### src/rtl/packet_if.sv
`default_nettype none
// ============================================================================
// Module      : packet_if
// Description : TX arbiter handshake bundle. Carries the four request-port
//               AXI-S handshakes, the pipeline TREADY, credit and link
//               status into the arbiter, and channel select / throttle /
//               busy status back out to the TX port mux.
// Revision    : 1.0 - initial release
// ============================================================================
interface packet_if;
    // Request-port handshakes (tready is produced by the TX port mux)
    logic       s_axis_cfg_tvalid;
    logic       s_axis_cfg_tlast;
    logic       s_axis_cfg_tready;
    logic       s_axis_cc_tvalid;
    logic       s_axis_cc_tlast;
    logic       s_axis_cc_tready;
    logic       s_axis_rw_tvalid;
    logic       s_axis_rw_tlast;
    logic       s_axis_rw_tready;
    logic       s_axis_rr_tvalid;
    logic       s_axis_rr_tlast;
    logic       s_axis_rr_tready;

    // Pipeline readiness, link and credit status
    logic       s_axis_tx_tready;
    logic       trn_lnk_up;
    logic       cc_credit_ok;
    logic       rw_credit_ok;
    logic       rr_credit_ok;

    // Arbiter decisions towards the TX port mux
    logic [1:0] channel_sel;
    logic       cc_thrtl;
    logic       rw_thrtl;
    logic       rr_thrtl;
    logic       arb_busy;

    // Arbiter side
    modport slave (
        input  s_axis_cfg_tvalid, s_axis_cfg_tlast, s_axis_cfg_tready,
        input  s_axis_cc_tvalid,  s_axis_cc_tlast,  s_axis_cc_tready,
        input  s_axis_rw_tvalid,  s_axis_rw_tlast,  s_axis_rw_tready,
        input  s_axis_rr_tvalid,  s_axis_rr_tlast,  s_axis_rr_tready,
        input  s_axis_tx_tready,  trn_lnk_up,
        input  cc_credit_ok,      rw_credit_ok,     rr_credit_ok,
        output channel_sel,       cc_thrtl,         rw_thrtl,
        output rr_thrtl,          arb_busy
    );

    // Traffic / mux side
    modport master (
        output s_axis_cfg_tvalid, s_axis_cfg_tlast, s_axis_cfg_tready,
        output s_axis_cc_tvalid,  s_axis_cc_tlast,  s_axis_cc_tready,
        output s_axis_rw_tvalid,  s_axis_rw_tlast,  s_axis_rw_tready,
        output s_axis_rr_tvalid,  s_axis_rr_tlast,  s_axis_rr_tready,
        output s_axis_tx_tready,  trn_lnk_up,
        output cc_credit_ok,      rw_credit_ok,     rr_credit_ok,
        input  channel_sel,       cc_thrtl,         rw_thrtl,
        input  rr_thrtl,          arb_busy
    );
endinterface
`default_nettype wire

### src/rtl/packet.sv
`default_nettype none
// ============================================================================
// Module      : packet
// Description : Packet-level TX arbiter. CFG has strict priority and is
//               parked on the mux while idle; CC, RW and RR share the
//               remaining bandwidth round-robin, gated by credit and link.
//               A grant is held from the first accepted beat to tlast.
// Revision    : 1.0 - initial release
// ============================================================================
module packet (
    input  wire logic com_iclk,
    input  wire logic com_sysrst,
    packet_if.slave   arb
);

    // Channel select encodings, also used as round-robin pointer values
    localparam logic [1:0] c_sel_cfg = 2'b00;
    localparam logic [1:0] c_sel_cc  = 2'b01;
    localparam logic [1:0] c_sel_rw  = 2'b10;
    localparam logic [1:0] c_sel_rr  = 2'b11;

    typedef enum logic [0:0] {
        IDLE = 1'b0,
        BUSY = 1'b1
    } state_t;

    state_t     r_state;
    state_t     w_state_nxt;
    logic [1:0] r_channel_sel;
    logic [1:0] w_channel_sel_nxt;
    logic [1:0] r_rr_ptr;
    logic [1:0] w_rr_ptr_nxt;
    logic       r_cc_thrtl;
    logic       r_rw_thrtl;
    logic       r_rr_thrtl;
    logic       w_cc_thrtl_nxt;
    logic       w_rw_thrtl_nxt;
    logic       w_rr_thrtl_nxt;

    logic       w_cfg_acc;
    logic       w_cc_acc;
    logic       w_rw_acc;
    logic       w_rr_acc;
    logic       w_cc_elig;
    logic       w_rw_elig;
    logic       w_rr_elig;
    logic       w_sel_acc;
    logic       w_sel_last;
    logic [1:0] w_rr_pick;
    logic       w_rr_found;
    logic [1:0] w_ptr_after;

    // Beat acceptance per port
    assign w_cfg_acc = arb.s_axis_cfg_tvalid && arb.s_axis_cfg_tready;
    assign w_cc_acc  = arb.s_axis_cc_tvalid  && arb.s_axis_cc_tready;
    assign w_rw_acc  = arb.s_axis_rw_tvalid  && arb.s_axis_rw_tready;
    assign w_rr_acc  = arb.s_axis_rr_tvalid  && arb.s_axis_rr_tready;

    // Credit and link only matter at the moment a grant is made
    assign w_cc_elig = arb.s_axis_cc_tvalid && arb.cc_credit_ok && arb.trn_lnk_up;
    assign w_rw_elig = arb.s_axis_rw_tvalid && arb.rw_credit_ok && arb.trn_lnk_up;
    assign w_rr_elig = arb.s_axis_rr_tvalid && arb.rr_credit_ok && arb.trn_lnk_up;

    // Acceptance and tlast of whichever port currently owns the mux
    always_comb begin
        w_sel_acc  = 1'b0;
        w_sel_last = 1'b0;
        case (r_channel_sel)
            c_sel_cc: begin
                w_sel_acc  = w_cc_acc;
                w_sel_last = arb.s_axis_cc_tlast;
            end
            c_sel_rw: begin
                w_sel_acc  = w_rw_acc;
                w_sel_last = arb.s_axis_rw_tlast;
            end
            c_sel_rr: begin
                w_sel_acc  = w_rr_acc;
                w_sel_last = arb.s_axis_rr_tlast;
            end
            default: begin
                w_sel_acc  = w_cfg_acc;
                w_sel_last = arb.s_axis_cfg_tlast;
            end
        endcase
    end

    // Cyclic search for the first eligible port starting at rr_ptr
    always_comb begin
        w_rr_found = 1'b1;
        w_rr_pick  = c_sel_cc;
        case (r_rr_ptr)
            c_sel_rw: begin
                if (w_rw_elig)      w_rr_pick = c_sel_rw;
                else if (w_rr_elig) w_rr_pick = c_sel_rr;
                else if (w_cc_elig) w_rr_pick = c_sel_cc;
                else                w_rr_found = 1'b0;
            end
            c_sel_rr: begin
                if (w_rr_elig)      w_rr_pick = c_sel_rr;
                else if (w_cc_elig) w_rr_pick = c_sel_cc;
                else if (w_rw_elig) w_rr_pick = c_sel_rw;
                else                w_rr_found = 1'b0;
            end
            default: begin
                if (w_cc_elig)      w_rr_pick = c_sel_cc;
                else if (w_rw_elig) w_rr_pick = c_sel_rw;
                else if (w_rr_elig) w_rr_pick = c_sel_rr;
                else                w_rr_found = 1'b0;
            end
        endcase
    end

    // Pointer value after serving the currently granted port (RR wraps to CC)
    always_comb begin
        case (r_channel_sel)
            c_sel_cc: w_ptr_after = c_sel_rw;
            c_sel_rw: w_ptr_after = c_sel_rr;
            default:  w_ptr_after = c_sel_cc;
        endcase
    end

    // Next-state and next-grant decision
    always_comb begin
        w_state_nxt       = r_state;
        w_channel_sel_nxt = r_channel_sel;
        w_rr_ptr_nxt      = r_rr_ptr;

        if (!arb.trn_lnk_up) begin
            // Link loss abandons any partial packet; the mux flushes it
            w_state_nxt       = IDLE;
            w_channel_sel_nxt = c_sel_cfg;
        end else begin
            case (r_state)
                IDLE: begin
                    w_state_nxt       = IDLE;
                    w_channel_sel_nxt = c_sel_cfg;
                    if (w_cfg_acc) begin
                        // Multi-beat CFG keeps the mux; single-beat CFG is done
                        if (!arb.s_axis_cfg_tlast) begin
                            w_state_nxt = BUSY;
                        end
                    end else if (arb.s_axis_cfg_tvalid) begin
                        // CFG waiting on the pipeline keeps its priority
                        w_state_nxt = IDLE;
                    end else if (w_rr_found) begin
                        w_state_nxt       = BUSY;
                        w_channel_sel_nxt = w_rr_pick;
                    end
                end
                BUSY: begin
                    if (w_sel_acc && w_sel_last) begin
                        w_state_nxt       = IDLE;
                        w_channel_sel_nxt = c_sel_cfg;
                        if (r_channel_sel != c_sel_cfg) begin
                            w_rr_ptr_nxt = w_ptr_after;
                        end
                    end
                end
                default: begin
                    w_state_nxt       = IDLE;
                    w_channel_sel_nxt = c_sel_cfg;
                end
            endcase
        end
    end

    // Only the port holding a non-CFG grant is released from throttle
    assign w_cc_thrtl_nxt = !((w_state_nxt == BUSY) && (w_channel_sel_nxt == c_sel_cc));
    assign w_rw_thrtl_nxt = !((w_state_nxt == BUSY) && (w_channel_sel_nxt == c_sel_rw));
    assign w_rr_thrtl_nxt = !((w_state_nxt == BUSY) && (w_channel_sel_nxt == c_sel_rr));

    // State, grant and pointer registers
    always_ff @(posedge com_iclk) begin
        if (com_sysrst) begin
            r_state       <= IDLE;
            r_channel_sel <= c_sel_cfg;
            r_cc_thrtl    <= 1'b1;
            r_rw_thrtl    <= 1'b1;
            r_rr_thrtl    <= 1'b1;
            r_rr_ptr      <= c_sel_cc;
        end else begin
            r_state       <= w_state_nxt;
            r_channel_sel <= w_channel_sel_nxt;
            r_cc_thrtl    <= w_cc_thrtl_nxt;
            r_rw_thrtl    <= w_rw_thrtl_nxt;
            r_rr_thrtl    <= w_rr_thrtl_nxt;
            r_rr_ptr      <= w_rr_ptr_nxt;
        end
    end

    assign arb.channel_sel = r_channel_sel;
    assign arb.cc_thrtl    = r_cc_thrtl;
    assign arb.rw_thrtl    = r_rw_thrtl;
    assign arb.rr_thrtl    = r_rr_thrtl;
    assign arb.arb_busy    = (r_state == BUSY);

endmodule
`default_nettype wire

### src/flat_wrapper.sv
// flat-port wrapper written by rule: the top's interface ports become plain ports
module packet_flat 
  (com_iclk, com_sysrst, arb_s_axis_cfg_tvalid, arb_s_axis_cfg_tlast, arb_s_axis_cfg_tready, arb_s_axis_cc_tvalid, arb_s_axis_cc_tlast, arb_s_axis_cc_tready, arb_s_axis_rw_tvalid, arb_s_axis_rw_tlast, arb_s_axis_rw_tready, arb_s_axis_rr_tvalid, arb_s_axis_rr_tlast, arb_s_axis_rr_tready, arb_s_axis_tx_tready, arb_trn_lnk_up, arb_cc_credit_ok, arb_rw_credit_ok, arb_rr_credit_ok, arb_channel_sel, arb_cc_thrtl, arb_rw_thrtl, arb_rr_thrtl, arb_arb_busy);
  packet_if arb_i ();
  input  wire logic com_iclk;
  input  wire logic com_sysrst;
  input wire logic [$bits(arb_i.s_axis_cfg_tvalid)-1:0] arb_s_axis_cfg_tvalid;
  input wire logic [$bits(arb_i.s_axis_cfg_tlast)-1:0] arb_s_axis_cfg_tlast;
  input wire logic [$bits(arb_i.s_axis_cfg_tready)-1:0] arb_s_axis_cfg_tready;
  input wire logic [$bits(arb_i.s_axis_cc_tvalid)-1:0] arb_s_axis_cc_tvalid;
  input wire logic [$bits(arb_i.s_axis_cc_tlast)-1:0] arb_s_axis_cc_tlast;
  input wire logic [$bits(arb_i.s_axis_cc_tready)-1:0] arb_s_axis_cc_tready;
  input wire logic [$bits(arb_i.s_axis_rw_tvalid)-1:0] arb_s_axis_rw_tvalid;
  input wire logic [$bits(arb_i.s_axis_rw_tlast)-1:0] arb_s_axis_rw_tlast;
  input wire logic [$bits(arb_i.s_axis_rw_tready)-1:0] arb_s_axis_rw_tready;
  input wire logic [$bits(arb_i.s_axis_rr_tvalid)-1:0] arb_s_axis_rr_tvalid;
  input wire logic [$bits(arb_i.s_axis_rr_tlast)-1:0] arb_s_axis_rr_tlast;
  input wire logic [$bits(arb_i.s_axis_rr_tready)-1:0] arb_s_axis_rr_tready;
  input wire logic [$bits(arb_i.s_axis_tx_tready)-1:0] arb_s_axis_tx_tready;
  input wire logic [$bits(arb_i.trn_lnk_up)-1:0] arb_trn_lnk_up;
  input wire logic [$bits(arb_i.cc_credit_ok)-1:0] arb_cc_credit_ok;
  input wire logic [$bits(arb_i.rw_credit_ok)-1:0] arb_rw_credit_ok;
  input wire logic [$bits(arb_i.rr_credit_ok)-1:0] arb_rr_credit_ok;
  output wire logic [$bits(arb_i.channel_sel)-1:0] arb_channel_sel;
  output wire logic [$bits(arb_i.cc_thrtl)-1:0] arb_cc_thrtl;
  output wire logic [$bits(arb_i.rw_thrtl)-1:0] arb_rw_thrtl;
  output wire logic [$bits(arb_i.rr_thrtl)-1:0] arb_rr_thrtl;
  output wire logic [$bits(arb_i.arb_busy)-1:0] arb_arb_busy;
  assign arb_i.s_axis_cfg_tvalid = arb_s_axis_cfg_tvalid;
  assign arb_i.s_axis_cfg_tlast = arb_s_axis_cfg_tlast;
  assign arb_i.s_axis_cfg_tready = arb_s_axis_cfg_tready;
  assign arb_i.s_axis_cc_tvalid = arb_s_axis_cc_tvalid;
  assign arb_i.s_axis_cc_tlast = arb_s_axis_cc_tlast;
  assign arb_i.s_axis_cc_tready = arb_s_axis_cc_tready;
  assign arb_i.s_axis_rw_tvalid = arb_s_axis_rw_tvalid;
  assign arb_i.s_axis_rw_tlast = arb_s_axis_rw_tlast;
  assign arb_i.s_axis_rw_tready = arb_s_axis_rw_tready;
  assign arb_i.s_axis_rr_tvalid = arb_s_axis_rr_tvalid;
  assign arb_i.s_axis_rr_tlast = arb_s_axis_rr_tlast;
  assign arb_i.s_axis_rr_tready = arb_s_axis_rr_tready;
  assign arb_i.s_axis_tx_tready = arb_s_axis_tx_tready;
  assign arb_i.trn_lnk_up = arb_trn_lnk_up;
  assign arb_i.cc_credit_ok = arb_cc_credit_ok;
  assign arb_i.rw_credit_ok = arb_rw_credit_ok;
  assign arb_i.rr_credit_ok = arb_rr_credit_ok;
  assign arb_channel_sel = arb_i.channel_sel;
  assign arb_cc_thrtl = arb_i.cc_thrtl;
  assign arb_rw_thrtl = arb_i.rw_thrtl;
  assign arb_rr_thrtl = arb_i.rr_thrtl;
  assign arb_arb_busy = arb_i.arb_busy;
  packet u_core (.com_iclk(com_iclk), .com_sysrst(com_sysrst), .arb(arb_i));
endmodule
### config.mk
export PLATFORM = sky130hd
export DESIGN_NAME = packet_flat
export DESIGN_NICKNAME = d
export VERILOG_FILES = /design/src/rtl/packet_if.sv /design/src/rtl/packet.sv /design/src/flat_wrapper.sv
export SDC_FILE = /design/constraint.sdc
export NUM_CORES = 1
export LEC_CHECK = 0
export CORE_AREA = 2 2 40 42
export DETAILED_ROUTE_END_ITERATION = 12
export DIE_AREA = 0 0 42 44
export PLACE_DENSITY = 0.84
export REMOVE_ABC_BUFFERS = 1
export SLEW_MARGIN = 20
export SYNTH_ARGS = -nofsm -noshare
export SYNTH_HDL_FRONTEND = slang
export SYNTH_SLANG_ARGS = --single-unit
export TNS_END_PERCENT = 5
### constraint.sdc
create_clock -name com_iclk -period 2.2 [get_ports com_iclk]
set_clock_uncertainty 0.15 [all_clocks]
set_input_delay 0.44 -clock com_iclk [delete_from_list [all_inputs] [get_ports com_iclk]]
set_output_delay 0.44 -clock com_iclk [all_outputs]
set_load 0.02 [all_outputs]
Yosys cells after proc, flatten, opt, wreduce, memory -nomap -nowiden
Cells that the tools add are included.
{ "totals": {"register_bits": 8, "input_bits": 19, "out_inout_bits": 6, "elab_cells": 67} }
{ "op_classes": {"n_eq_ne": 8, "n_mux": 33, "n_bitwise": 1, "n_reduce_logical": 19} }
{ "op_table": {"columns": ["cell", "n"], "rows": [
  ["2-to-1 mux 2 bit", 11],
  ["2-to-1 mux 1 bit", 15],
  ["logical AND 1 bit", 14],
  ["== test 2 bit (second input constant)", 6],
  ["case mux 2 bit (2 select lines)", 3],
  ["case mux 1 bit (3 select lines)", 2],
  ["== test 2 x 1 -> 1 bit (second input constant)", 2],
  ["case mux 1 bit (2 select lines)", 2],
  ["AND reduction 4 bit", 1],
  ["zero test 1 bit", 3],
  ["nonzero test 2 bit", 1],
  ["inverter 1 bit", 1]
]} }

Longest topological paths before layout
{ "logic_depth": {"word_depth": 14, "ltp_mapped": 6, "ltp_nobuf": 6} }

Least setup slack after synthesis
Ideal clock, no wire load.
{ "synth_path": {"path_type": "flip-flop to flip-flop", "start": "register u_core.r_channel_sel[1] (netlist: u_core.arb.channel_sel[1])", "end": "register u_core.r_rr_ptr[0]", "setup_ns": 0.114, "t_arrival_ns": 1.646, "required_ns": 1.936, "slack_ns": 0.290, "path_stages_with_launch": 7, "path_buffers": 0, "synth_period_minus_slack_ns": 1.910, "cell_sequence": "dfxtp_1 -> inv_1 -> ha_1 -> a222oi_1 -> nor3b_2 -> a31o_1 -> a21o_1"} }
{ "synth_via": {"elab_chain_cells": 4, "word_cells_on_any_way": 9, "cone_classes": "eq/ne (3); mux (3); reduce/logical (3)"} }
{ "synth_rtl": {"columns": ["item", "line", "source"], "rows": [
  ["start: declaration", "packet.sv:29", "logic [1:0] r_channel_sel;"],
  ["start signal: assignment", "packet.sv:177", "r_channel_sel <= c_sel_cfg;"],
  ["start signal: assignment", "packet.sv:184", "r_channel_sel <= w_channel_sel_nxt;"],
  ["== test 2 bit, or another cell as far along", "packet.sv:68", "case (r_channel_sel)"],
  ["case mux 1 bit (3 select lines)", "packet.sv:68", null],
  ["logical AND 1 bit", "packet.sv:152", "if (w_sel_acc && w_sel_last) begin"],
  ["AND reduction 4 bit (no source line)", null, null],
  ["end signal: assignment", "packet.sv:181", "r_rr_ptr <= c_sel_cc;"],
  ["end signal: assignment", "packet.sv:188", "r_rr_ptr <= w_rr_ptr_nxt;"],
  ["end: declaration", "packet.sv:31", "logic [1:0] r_rr_ptr;"]
]} }
Parallel ways exist; a longest one is shown, timed or not.
A chain may end at the register's enable or synchronous reset.

Final worst setup path
{ "layout_path": {"start": "register u_core.r_state (netlist: u_core.arb.arb_busy)", "end": "output port arb_arb_busy"} }
{ "layout_rtl": {"columns": ["item", "line", "source"], "rows": [
  ["start: declaration", "packet.sv:27", "state_t r_state;"],
  ["start signal: assignment", "packet.sv:183", "r_state <= w_state_nxt;"],
  ["end: declaration", "flat_wrapper.sv:28", "output wire logic [$bits(arb_i.arb_busy)-1:0] arb_arb_busy;"]
]} }
No word-level cell between the ends.

==> flow_summary.yaml <==
clock_tree:
  cts_root_buf: "sky130_fd_sc_hd__clkbuf_4"
  cts.sink_count: 8
  postCtsSetupRepairBufs: 0
  path_clk_slew_ns: 0.05
  cts_buffers: 3
  tritoncts_clock_tree: "built"
  cts-htree-levels: 1
  clock_insertion_delay_worst_skew_ns: 0.25
  clk_path_buf_depth: 2
  postCtsResizedCells: 0
  post_cts_hold_buffer_count: 0
floorplanning:
  start_util: 0.364
  die_width_um: 42
  ios: 25
  core_area_sq_mm: 0.00142
  fp.dieArea_sq_mm: 0.00185
  die-height_um: 44
  row_count: 14
synthesis:
  mappedNetlistArea_sq_um: 517
  synth_async_sr_flop_share: 0
  synth_ff_type: "sky130_fd_sc_hd__dfxtp_1"
  synth_warnings: 0
  yosys-top-cells-area: "sky130_fd_sc_hd__dfxtp_1 (31%), sky130_fd_sc_hd__ha_1 (9.7%), sky130_fd_sc_hd__nand3_1 (6.8%), sky130_fd_sc_hd__a222oi_1 (3.9%), sky130_fd_sc_hd__a31o_1 (3.4%)"
  synthDominantAreaCellType: "sky130_fd_sc_hd__dfxtp_1"
  netlist_instances: 56
  synth_edf_count: 0
  ys_seq_elements: 8
  synth.yosys.seq_area_share: 0.310
  yosysUniqueCellTypes: 29
  post-synth-top-area-fraction: 0.310
  avgSynthCellArea_sq_um: 9.23
  netlist_top_cells_count: "sky130_fd_sc_hd__dfxtp_1 (8), sky130_fd_sc_hd__nand3_1 (7), sky130_fd_sc_hd__ha_1 (4), sky130_fd_sc_hd__inv_1 (4), sky130_fd_sc_hd__nand2_1 (4)"
  yosysMostFrequentCell: "sky130_fd_sc_hd__dfxtp_1"
critical_path:
  critical_path_arrival_ns: 1.38
  kind_of_critical_path: "flop to primary output"
  cp_cell_sequence: "clkdlybuf4s50_1"
  crit_path_top_delay_cell: "sky130_fd_sc_hd__clkdlybuf4s50_1"
  worst_path_dominant_cell_family: "buffers and inverters"
  r2r_slack_ns: 0.23
  path_max_fanout: 8
  timing.critical_path.from_type: "flop"
  critical-path-max-stage-delay_ns: 0.66
  cp_data_required_time_ns: 1.61
  end_kind: "primary output"
  crit_buf_inv: 1
drt:
  drt.antenna.violating_nets: 0
  drt_first_pass_iters: 5
  avgViaCountPerCell: 5.74
  vias: 574
  wl_um: 1330
  detail_route.wl_per_cell_um: 13.3
  drtIter0Drc: 17
  drc_errors: 0
cells_and_area:
  design.final.nets: 109
  diodes: 0
  layout-drive-gt1-share: 0.119
  flow.area_growth_from_synthesis_pct: 55.7
  stdcell_count: 100
timing:
  period_minus_slack_ns: 1.97
  max_slew.worst_pin.slew_ns: 0.475
  setup_repair_after_global_routing_missed_its_margin: "no"
  timing.final.setup_violations: 0
  timing.final.max_slew_violations: 0
  finalHoldViolCount: 0
  postLayoutSetupSlackWorst_ns: 0.227
  final.setup.tns_ns: 0
  fmax_mhz: 507
  timing.max_slew.rel_slack: 0.679
  finalCritPeriodShare: 0.897
pwr:
  power.density_mw_per_mm2: 420
  irDropWorstVdd_v: 0.000230
  power_uw: 338
  static-leakage-power_uw: 0.000298
placed_design:
  numPortBuffers: 23
  place.detailed.instances: 97
  dp_slack_ns: 0.0441
  routabilityCongestion: 0.805
  dp_hpwl_um: 1070
global_route:
  grt_antenna_before_repair: 0
  via_count_of_the_first_global_routing_pass: 572
  grt_usage: 0.169
  largest_net_degree_at_the_start_of_global_routing: 9
  gr-total-overflow: 0
  global_route_wire_length_before_repair_um: 2350
status:
  run_status: "completed"
flow_run:
  maxCapViolCount: 0
min_path:
  min-delay-path-class: "flop to flop"
routing by layer:
layer  global-route usage  part of all wire  vias up
li1                     -                 -      277
met1                0.175              0.42      272
met2                0.306              0.48       21
met3               0.0583             0.062        4
met4               0.0774             0.031        0
met5                    0                 0        -
worst paths after layout:
kind,start,depth (start not counted),to
setup reg to reg,u_core.arb.channel_sel[1],6,u_core.r_rr_ptr[0]
hold / removal,u_core.r_rr_ptr[0],2,u_core.r_rr_ptr[0]
hold reg to reg,u_core.r_rr_ptr[0],2,u_core.r_rr_ptr[0]
setup / recovery,u_core.arb.arb_busy,1,arb_arb_busy
sequential cells by signal, summed over array words and instances, names as in the netlist:
signal                  count
u_core.arb.rr_thrtl         1
u_core.arb.channel_sel      2
u_core.arb.cc_thrtl         1
u_core.arb.rw_thrtl         1
u_core.r_rr_ptr             2
u_core.arb.arb_busy         1
kinds of logic (layout without fill, tap and decap cells):
| group | Yosys count | after routing | synth area share |
|---|---|---|---|
| fa+ha+maj | 4 | 4 | 0.0969 |
| flops | 8 | 8 | 0.310 |
| simple gates | 21 | 21 | 0.237 |
| buf+inv | 4 | 32 | 0.0290 |
| compound gates | 19 | 19 | 0.327 |
placed cells by master, fill, tap and decap left out, types with 2 or more instances in the layout:
cell type                         count
sky130_fd_sc_hd__a31o_1               2
sky130_fd_sc_hd__clkbuf_4             3
sky130_fd_sc_hd__buf_4                2
sky130_fd_sc_hd__nand2_1              4
sky130_fd_sc_hd__nor2_1               3
sky130_fd_sc_hd__a222oi_1             2
sky130_fd_sc_hd__ha_1                 4
sky130_fd_sc_hd__nand4_1              2
sky130_fd_sc_hd__clkdlybuf4s50_1     23
sky130_fd_sc_hd__nand3_1              7
sky130_fd_sc_hd__dfxtp_1              8
sky130_fd_sc_hd__inv_1                4
where the power goes:
| part | switching [uW] | leakage (uW) | total (uW) | internal, uW |
|---|---|---|---|---|
| Combinational | 29.6 | 0.000219 | 76.1 | 46.5 |
| Clock | 49.5 | 0.0000138 | 112 | 62.4 |
| Sequential | 2.84 | 0.0000648 | 150 | 147 |
final cells by class:
| type | instances | area, sq um |
|---|---|---|
| multi-input combinational | 44 | 342 |
| timing repair buffer | 25 | 245 |
| inverter | 4 | 15.0 |
| clock buffer | 3 | 22.5 |
| fill | 124 | 614 |
| tap | 16 | 20.0 |
| sequential | 8 | 160 |
through the flow:
step	hold WS [ns]	cell area (sq um)	utilization
global placement	0.397	782	0.551
finish	0.443	805	0.567
floorplan	0.359	517	-
global route	0.456	805	0.567
detailed placement	0.421	782	0.551
CTS	0.430	805	0.567
Power figures use the tool's default switching activity.
